<file path="config.mk">
export PLATFORM = sky130hd
export DESIGN_NAME = multicycle_control
export DESIGN_NICKNAME = d
export VERILOG_FILES = /design/src/rtl/multicycle_control.sv
export SDC_FILE = /design/constraint.sdc
export NUM_CORES = 1
export LEC_CHECK = 0
export BUFFER_PORTS_ARGS = -buffer_cell sky130_fd_sc_hd__clkbuf_2
export CAP_MARGIN = 30
export CORE_AREA = 2 2 87 72
export CTS_CLUSTER_SIZE = 30
export DETAILED_ROUTE_END_ITERATION = 16
export DIE_AREA = 0 0 89 74
export PLACE_DENSITY_LB_ADDON = 0.1
export SYNTH_ARGS = -nofsm -noshare
export SYNTH_HDL_FRONTEND = slang
export SYNTH_SLANG_ARGS = --single-unit
</file>
<file path="constraint.sdc">
create_clock -name clk -period 1.9 [get_ports clk]
set_input_delay 0.285 -clock clk [delete_from_list [all_inputs] [get_ports clk]]
set_output_delay 0.285 -clock clk [all_outputs]
set_load 0.005 [all_outputs]
</file>
<file path="src/rtl/multicycle_control.sv">
// multicycle_control: registered FETCH/DECODE/EXEC/MEM/WB control FSM with
// instruction/data memory handshakes, wait-timeout error, HALT and global stall.
module multicycle_control #(
    parameter int unsigned     OP_W    = 6,
    parameter int unsigned     TIMEOUT = 15,
    parameter int unsigned     CNT_W   = 4,
    parameter logic [OP_W-1:0] HALT_OP = '1
) (
    input  logic            clk,
    input  logic            rst_n,
    input  logic [OP_W-1:0] op_code,
    input  logic            stall,
    input  logic            imem_ready,
    input  logic            dmem_ready,
    output logic            imem_rd,
    output logic            ir_wrt,
    output logic            pc_wrt,
    output logic [2:0]      aluOp,
    output logic            aluSrc,
    output logic [1:0]      memToReg,
    output logic [1:0]      regWrt,
    output logic            memRd,
    output logic            memWrt,
    output logic [1:0]      Br,
    output logic            illegal,
    output logic            halted,
    output logic            err
);
    localparam logic [2:0] S_FETCH  = 3'd0;
    localparam logic [2:0] S_DECODE = 3'd1;
    localparam logic [2:0] S_EXEC   = 3'd2;
    localparam logic [2:0] S_MEM    = 3'd3;
    localparam logic [2:0] S_WB     = 3'd4;
    localparam logic [2:0] S_HALT   = 3'd5;
    localparam logic [2:0] S_ERR    = 3'd6;

    typedef struct packed {
        logic       imem_rd;
        logic [2:0] alu_op;
        logic       alu_src;
        logic [1:0] mem_to_reg;
        logic [1:0] reg_wrt;
        logic       mem_rd;
        logic       mem_wrt;
        logic [1:0] br;
        logic       illegal;
        logic       halted;
        logic       err;
    } ctl_t;

    // Instruction class captured in DECODE, steering EXEC/MEM/WB afterwards.
    typedef struct packed {
        logic [1:0] br;
        logic [1:0] rw;
        logic       ld;
        logic       st;
    } cls_t;

    logic [2:0]       state_q, state_d;
    logic [CNT_W-1:0] cnt_q, cnt_d;
    ctl_t             out_q, out_d;
    cls_t             cls_q, cls_d, dec_cls;
    logic [2:0]       dec_alu;
    logic             dec_src;
    logic [1:0]       dec_m2r;
    logic             dec_nop, dec_halt, dec_ill;
    logic             waiting, timed_out, keep;

    always_comb begin
        dec_alu  = '0;
        dec_src  = 1'b0;
        dec_m2r  = '0;
        dec_cls  = '0;
        dec_nop  = 1'b0;
        dec_halt = 1'b0;
        dec_ill  = 1'b0;
        if (op_code == HALT_OP) dec_halt = 1'b1;
        else case (op_code)
            OP_W'(0):  dec_nop = 1'b1;
            OP_W'(1):  begin dec_alu = 3'b001; dec_src = 1'b1; dec_cls.rw = 2'b10; end
            OP_W'(2):  begin dec_alu = 3'b010; dec_src = 1'b1; dec_cls.rw = 2'b10; end
            OP_W'(3):  begin dec_alu = 3'b011; dec_src = 1'b1; dec_cls.rw = 2'b10; end
            OP_W'(4):  dec_cls.br = 2'b01;
            OP_W'(5):  dec_cls.br = 2'b10;
            OP_W'(6):  begin dec_cls.br = 2'b11; dec_m2r = 2'b01; dec_cls.rw = 2'b01; end
            OP_W'(7):  begin dec_alu = 3'b100; dec_src = 1'b1; dec_cls.rw = 2'b10; end
            OP_W'(8):  begin dec_alu = 3'b101; dec_cls.rw = 2'b10; end
            OP_W'(9):  begin dec_alu = 3'b110; dec_cls.rw = 2'b10; end
            OP_W'(10): begin dec_alu = 3'b101; dec_m2r = 2'b10; dec_cls.rw = 2'b11; dec_cls.ld = 1'b1; end
            OP_W'(11): begin dec_alu = 3'b101; dec_cls.st = 1'b1; end
            default:   dec_ill = 1'b1;
        endcase
    end

    // FETCH only waits once a request is actually on the bus (not in the first cycle after reset).
    assign waiting   = (state_q == S_FETCH && out_q.imem_rd && !imem_ready) ||
                       (state_q == S_MEM && !dmem_ready);
    assign timed_out = waiting && (cnt_q == CNT_W'(TIMEOUT));
    assign cnt_d     = (waiting && !timed_out) ? cnt_q + 1'b1 : '0;
    assign cls_d     = (state_q == S_DECODE) ? dec_cls : cls_q;

    always_comb begin
        state_d = state_q;
        case (state_q)
            S_FETCH:  state_d = timed_out ? S_ERR : (out_q.imem_rd && imem_ready) ? S_DECODE : S_FETCH;
            S_DECODE: state_d = dec_halt ? S_HALT : (dec_nop || dec_ill) ? S_FETCH : S_EXEC;
            S_EXEC:   state_d = (cls_q.br == 2'b01 || cls_q.br == 2'b10) ? S_FETCH :
                                (cls_q.ld || cls_q.st) ? S_MEM : S_WB;
            S_MEM:    state_d = timed_out ? S_ERR : !dmem_ready ? S_MEM : cls_q.ld ? S_WB : S_FETCH;
            S_WB:     state_d = S_FETCH;
            default:  state_d = (state_q == S_HALT) ? S_HALT : S_ERR;
        endcase
    end

    assign keep = !(state_d == S_HALT || state_d == S_ERR);

    always_comb begin
        out_d            = '0;
        out_d.imem_rd    = state_d == S_FETCH;
        out_d.alu_op     = !keep ? '0 : (state_q == S_DECODE) ? dec_alu : out_q.alu_op;
        out_d.alu_src    = keep && ((state_q == S_DECODE) ? dec_src : out_q.alu_src);
        out_d.mem_to_reg = !keep ? '0 : (state_q == S_DECODE) ? dec_m2r : out_q.mem_to_reg;
        out_d.reg_wrt    = (state_d == S_WB) ? cls_d.rw : '0;
        out_d.mem_rd     = (state_d == S_MEM) && cls_d.ld;
        out_d.mem_wrt    = (state_d == S_MEM) && cls_d.st;
        out_d.br         = (state_d == S_EXEC) ? cls_d.br : '0;
        out_d.illegal    = (state_q == S_DECODE) && dec_ill;
        out_d.halted     = state_d == S_HALT;
        out_d.err        = state_d == S_ERR;
    end

    always_ff @(posedge clk or negedge rst_n) begin
        if (!rst_n) begin
            state_q <= S_FETCH;
            cnt_q   <= '0;
            out_q   <= '0;
            cls_q   <= '0;
        end else if (!stall) begin
            state_q <= state_d;
            cnt_q   <= cnt_d;
            out_q   <= out_d;
            cls_q   <= cls_d;
        end
    end

    assign ir_wrt   = state_q == S_FETCH && out_q.imem_rd && imem_ready && !stall;
    assign pc_wrt   = ir_wrt;
    assign imem_rd  = out_q.imem_rd;
    assign aluOp    = out_q.alu_op;
    assign aluSrc   = out_q.alu_src;
    assign memToReg = out_q.mem_to_reg;
    assign regWrt   = out_q.reg_wrt;
    assign memRd    = out_q.mem_rd;
    assign memWrt   = out_q.mem_wrt;
    assign Br       = out_q.br;
    assign illegal  = out_q.illegal;
    assign halted   = out_q.halted;
    assign err      = out_q.err;
endmodule
</file>
==> reports/metrics.csv <==
stage,metric,value,unit
placed_design,GP Congestion,0.783,
power,worst IR drop on VDD,0.388,mV
run,maxcap violations,0,
grt,initial antenna violation count,0,
yosys,Yosys warnings,0,
final_layout,register area,728,µm²
die,Die H,74,µm
yosys,Post-Syn Area,1670,µm²
run_status,outcome,finished with violations,
final_layout,Ant. Diodes,0,
sta,Worst Skew,0.00316,ns
grt,GRT Util Overall,0.153,
clock_network,Setup Buffers After CTS,0,
grt,vias in the first global route,1532,
grt,busiest grt layer,met2,
die,die width,89,µm
die,Core Rows,25,
final_layout,nets,243,
placed_design,area post-placement,2010,µm²
worst_setup_path,CP Capture Type,flop,
clock_network,"Clk Latency, worst-skew pair",0.27,ns
worst_setup_path,critical path type,reg -> reg,
sta,"Slew Viols, Final",0,
die,Die Area,6590,µm²
yosys,"EDFF count, synth",0,
placed_design,dpl hpwl,3470,µm
sta,post-route setup slack,-0.0129,ns
sta,RSZ-0062 raised after global routing,yes,
worst_setup_path,FF-to-FF Start,state_q[2],
grt,gr ovfl total,0,
yosys,syn_nets,199,
clock_network,CTS root buf,clkbuf_8,
sta,final setup fails,1,
route,DR vias/cell,4.95,
grt,M1 GR Usage,0.227,
clock_network,total CTS buffers,5,
sta,fin crit period,1.91,ns
power,pwr dens,1070,nW/µm²
worst_setup_path,Critical Path RT,2.06,ns
yosys,"Primary FF master, synth",dfrtp_1,
yosys,post-synthesis sequential area ratio,0.434,
route,total number of vias,1550,
clock_network,CTS Hold Buffers Added,0,
route,final WL,4600,µm
die,Core ar.,5760,µm²
final_layout,# fillers,607,
sta,WHS,0.0652,ns
route,Routed Antenna Nets,0,
power,Leak,0.984,nW
yosys,Post-Syn Instances,187,
placed_design,Port Buffers,28,
grt,met3 Resource Use GR,0.0355,
grt,global-route wire length before repair,7670,µm
final_layout,layout cells sized above 1,0.384,
clock_network,clock buffer depth,2,
die,Starting Density,0.291,
min_path,Worst Hold Class,in -> async,
yosys,Async SR Flop Fraction,1.00,
final_layout,fin cells,313,
sta,Worst slew margin,0.506,
clock_network,H-tree depth,2,
worst_setup_path,Worst Setup SP,state_q[2],
sta,f_max,523,MHz
yosys,syn_area_per_cell,8.95,µm²
grt,M2 GR Usage,0.233,
run_status,failing checks,setup timing,
sta,Final Hold Viols,0,
sta,fin crit share,1.01,
final_layout,Syn-to-layout area delta,33.9,%
final_layout,Layout Cell Area excl Fill,2240,µm²
worst_setup_path,Critical Path Start Type,flop,
placed_design,placed cells,305,
route,DRC,0,
final_layout,area occupied by multi-input gates,958,µm²
yosys,count of different cell masters after synthesis,48,
worst_setup_path,CP max FO,7,
die,Ports,29,
clock_network,Clock transition at path regs,0.07,ns
clock_network,CTS tree,done,
clock_network,CTS sink count,29,
route,drt pass-1 iters,4,
yosys,Synth Register Bits,29,
worst_setup_path,"Data arrival, critical path",2.07,ns
route,DR WL/cell,14.7,µm
sta,Tightest Pin Transition,0.742,ns
route,1st-iter DRT viols,106,
grt,largest net degree at the start of global routing,30,
[report_power, final]
part	internal, mW	leakage, nW	switching (mW)	total (mW)
registers	0.751	0.381	0.111	0.862
logic	0.423	0.546	0.441	0.864
clock network	0.426	0.0574	0.242	0.668
total	1.60	0.984	0.793	2.39
[layer usage]
layer	vias up	wire, µm
met5	-	0
met4	0	17
met3	2	223
met2	27	2110
met1	764	2250
li1	757	-
[state kept, by name, summed over array words and instances (netlist names), 2 cells and up]
name and flops:
memToReg 2, state_q 3, Br 2, regWrt 2
aluOp 3, cnt_q 4, cls_q 6
[critical path, stage by stage (launching register included)]
cell and delay, ns:
dfrtp_2 0.45, buf_6 0.15, o21a_1 0.18, or4_4 0.52, o31a_1 0.20, mux2_4 0.29
[final timing paths]
kind                                   end  slack [ns]  cells after the start
worst max-delay path                   err       -0.01                      5
worst min-delay path              cnt_q[2]        0.07                      1
worst max register to register         err       -0.01                      5
worst min register to register       Br[0]        0.49                      2
max in group asynchronous       state_q[2]        1.32                      1
min in group clk                state_q[0]        0.38                      3
[timing repair]
action,4_1_cts,5_1_grt
endpoints found under the setup margin,13,14
resized for setup,10,17
pin swaps,2,3
[cell type report]
type | count | share of cell area
Sequential cell | 29 | 0.325
Inverter | 3 | 0.00503
Timing Repair Buffer | 51 | 0.143
Tap cell | 81 | 0.0453
Clock inverter | 2 | 0.0168
Multi-Input combinational cell | 141 | 0.428
Clock buffer | 6 | 0.0369
[cells in the mapped netlist (2+ instances only)]
library cell,number,share of area
a21oi_1,9,0.027
a22oi_1,2,0.0090
a41oi_1,2,0.010
buf_2,6,0.018
buf_6,2,0.013
clkbuf_1,4,0.0090
dfrtp_1,29,0.43
inv_1,3,0.0067
mux2_2,4,0.027
mux2i_1,2,0.012
nand2_1,33,0.074
nand2b_1,3,0.011
nand3_1,4,0.012
nor2_1,16,0.036
nor2b_1,3,0.011
nor3_1,6,0.018
nor4b_1,4,0.021
o21a_1,2,0.0090
o21ai_0,18,0.054
o31ai_1,7,0.031
[cells in the final DEF (no fill, tap or decap), types with 2 or more instances in the layout]
| master | count |
|---|---|
| nand2b_1 | 2 |
| o21ai_0 | 15 |
| mux2_2 | 3 |
| inv_1 | 3 |
| buf_4 | 21 |
| a22oi_1 | 2 |
| buf_6 | 2 |
| clkbuf_2 | 28 |
| o21ai_1 | 2 |
| nor3_1 | 5 |
| nand3_1 | 3 |
| nor2_1 | 16 |
| nand2_1 | 32 |
| a21oi_1 | 8 |
| dfrtp_2 | 2 |
| nor2b_1 | 2 |
| nor4b_1 | 2 |
| dfrtp_1 | 27 |
| mux2i_1 | 2 |
| o21a_1 | 2 |
| o31ai_1 | 5 |
| o31ai_2 | 2 |
| clkbuf_8 | 6 |
| nor4b_2 | 2 |
[per-stage QoR]
step	util	setup TNS [ns]	total power [mW]	setup WS (ns)
after floorplan	-	0	1.29	0.0232
after global placement	0.349	-0.565	1.63	-0.0943
after detailed placement	0.349	-0.867	1.64	-0.129
after CTS	0.375	0	2.35	0.00278
after global routing	0.389	-0.467	2.57	-0.0793
final	0.389	-0.0129	2.39	-0.0129
[kinds of logic (layout without fill, tap and decap cells)]
family | Yosys count | count (layout) | synth area share
buffers and inverters | 17 | 62 | 0.0538
adders and majority gates | 2 | 2 | 0.0135
xor gates and xnor gates | 2 | 2 | 0.0105
muxes | 6 | 6 | 0.0389
and+or+nand+nor | 83 | 83 | 0.263
AOI/OAI and AO/OA | 48 | 48 | 0.186
DFF | 29 | 29 | 0.434
Note: power is estimated with default switching activity, not from simulation.
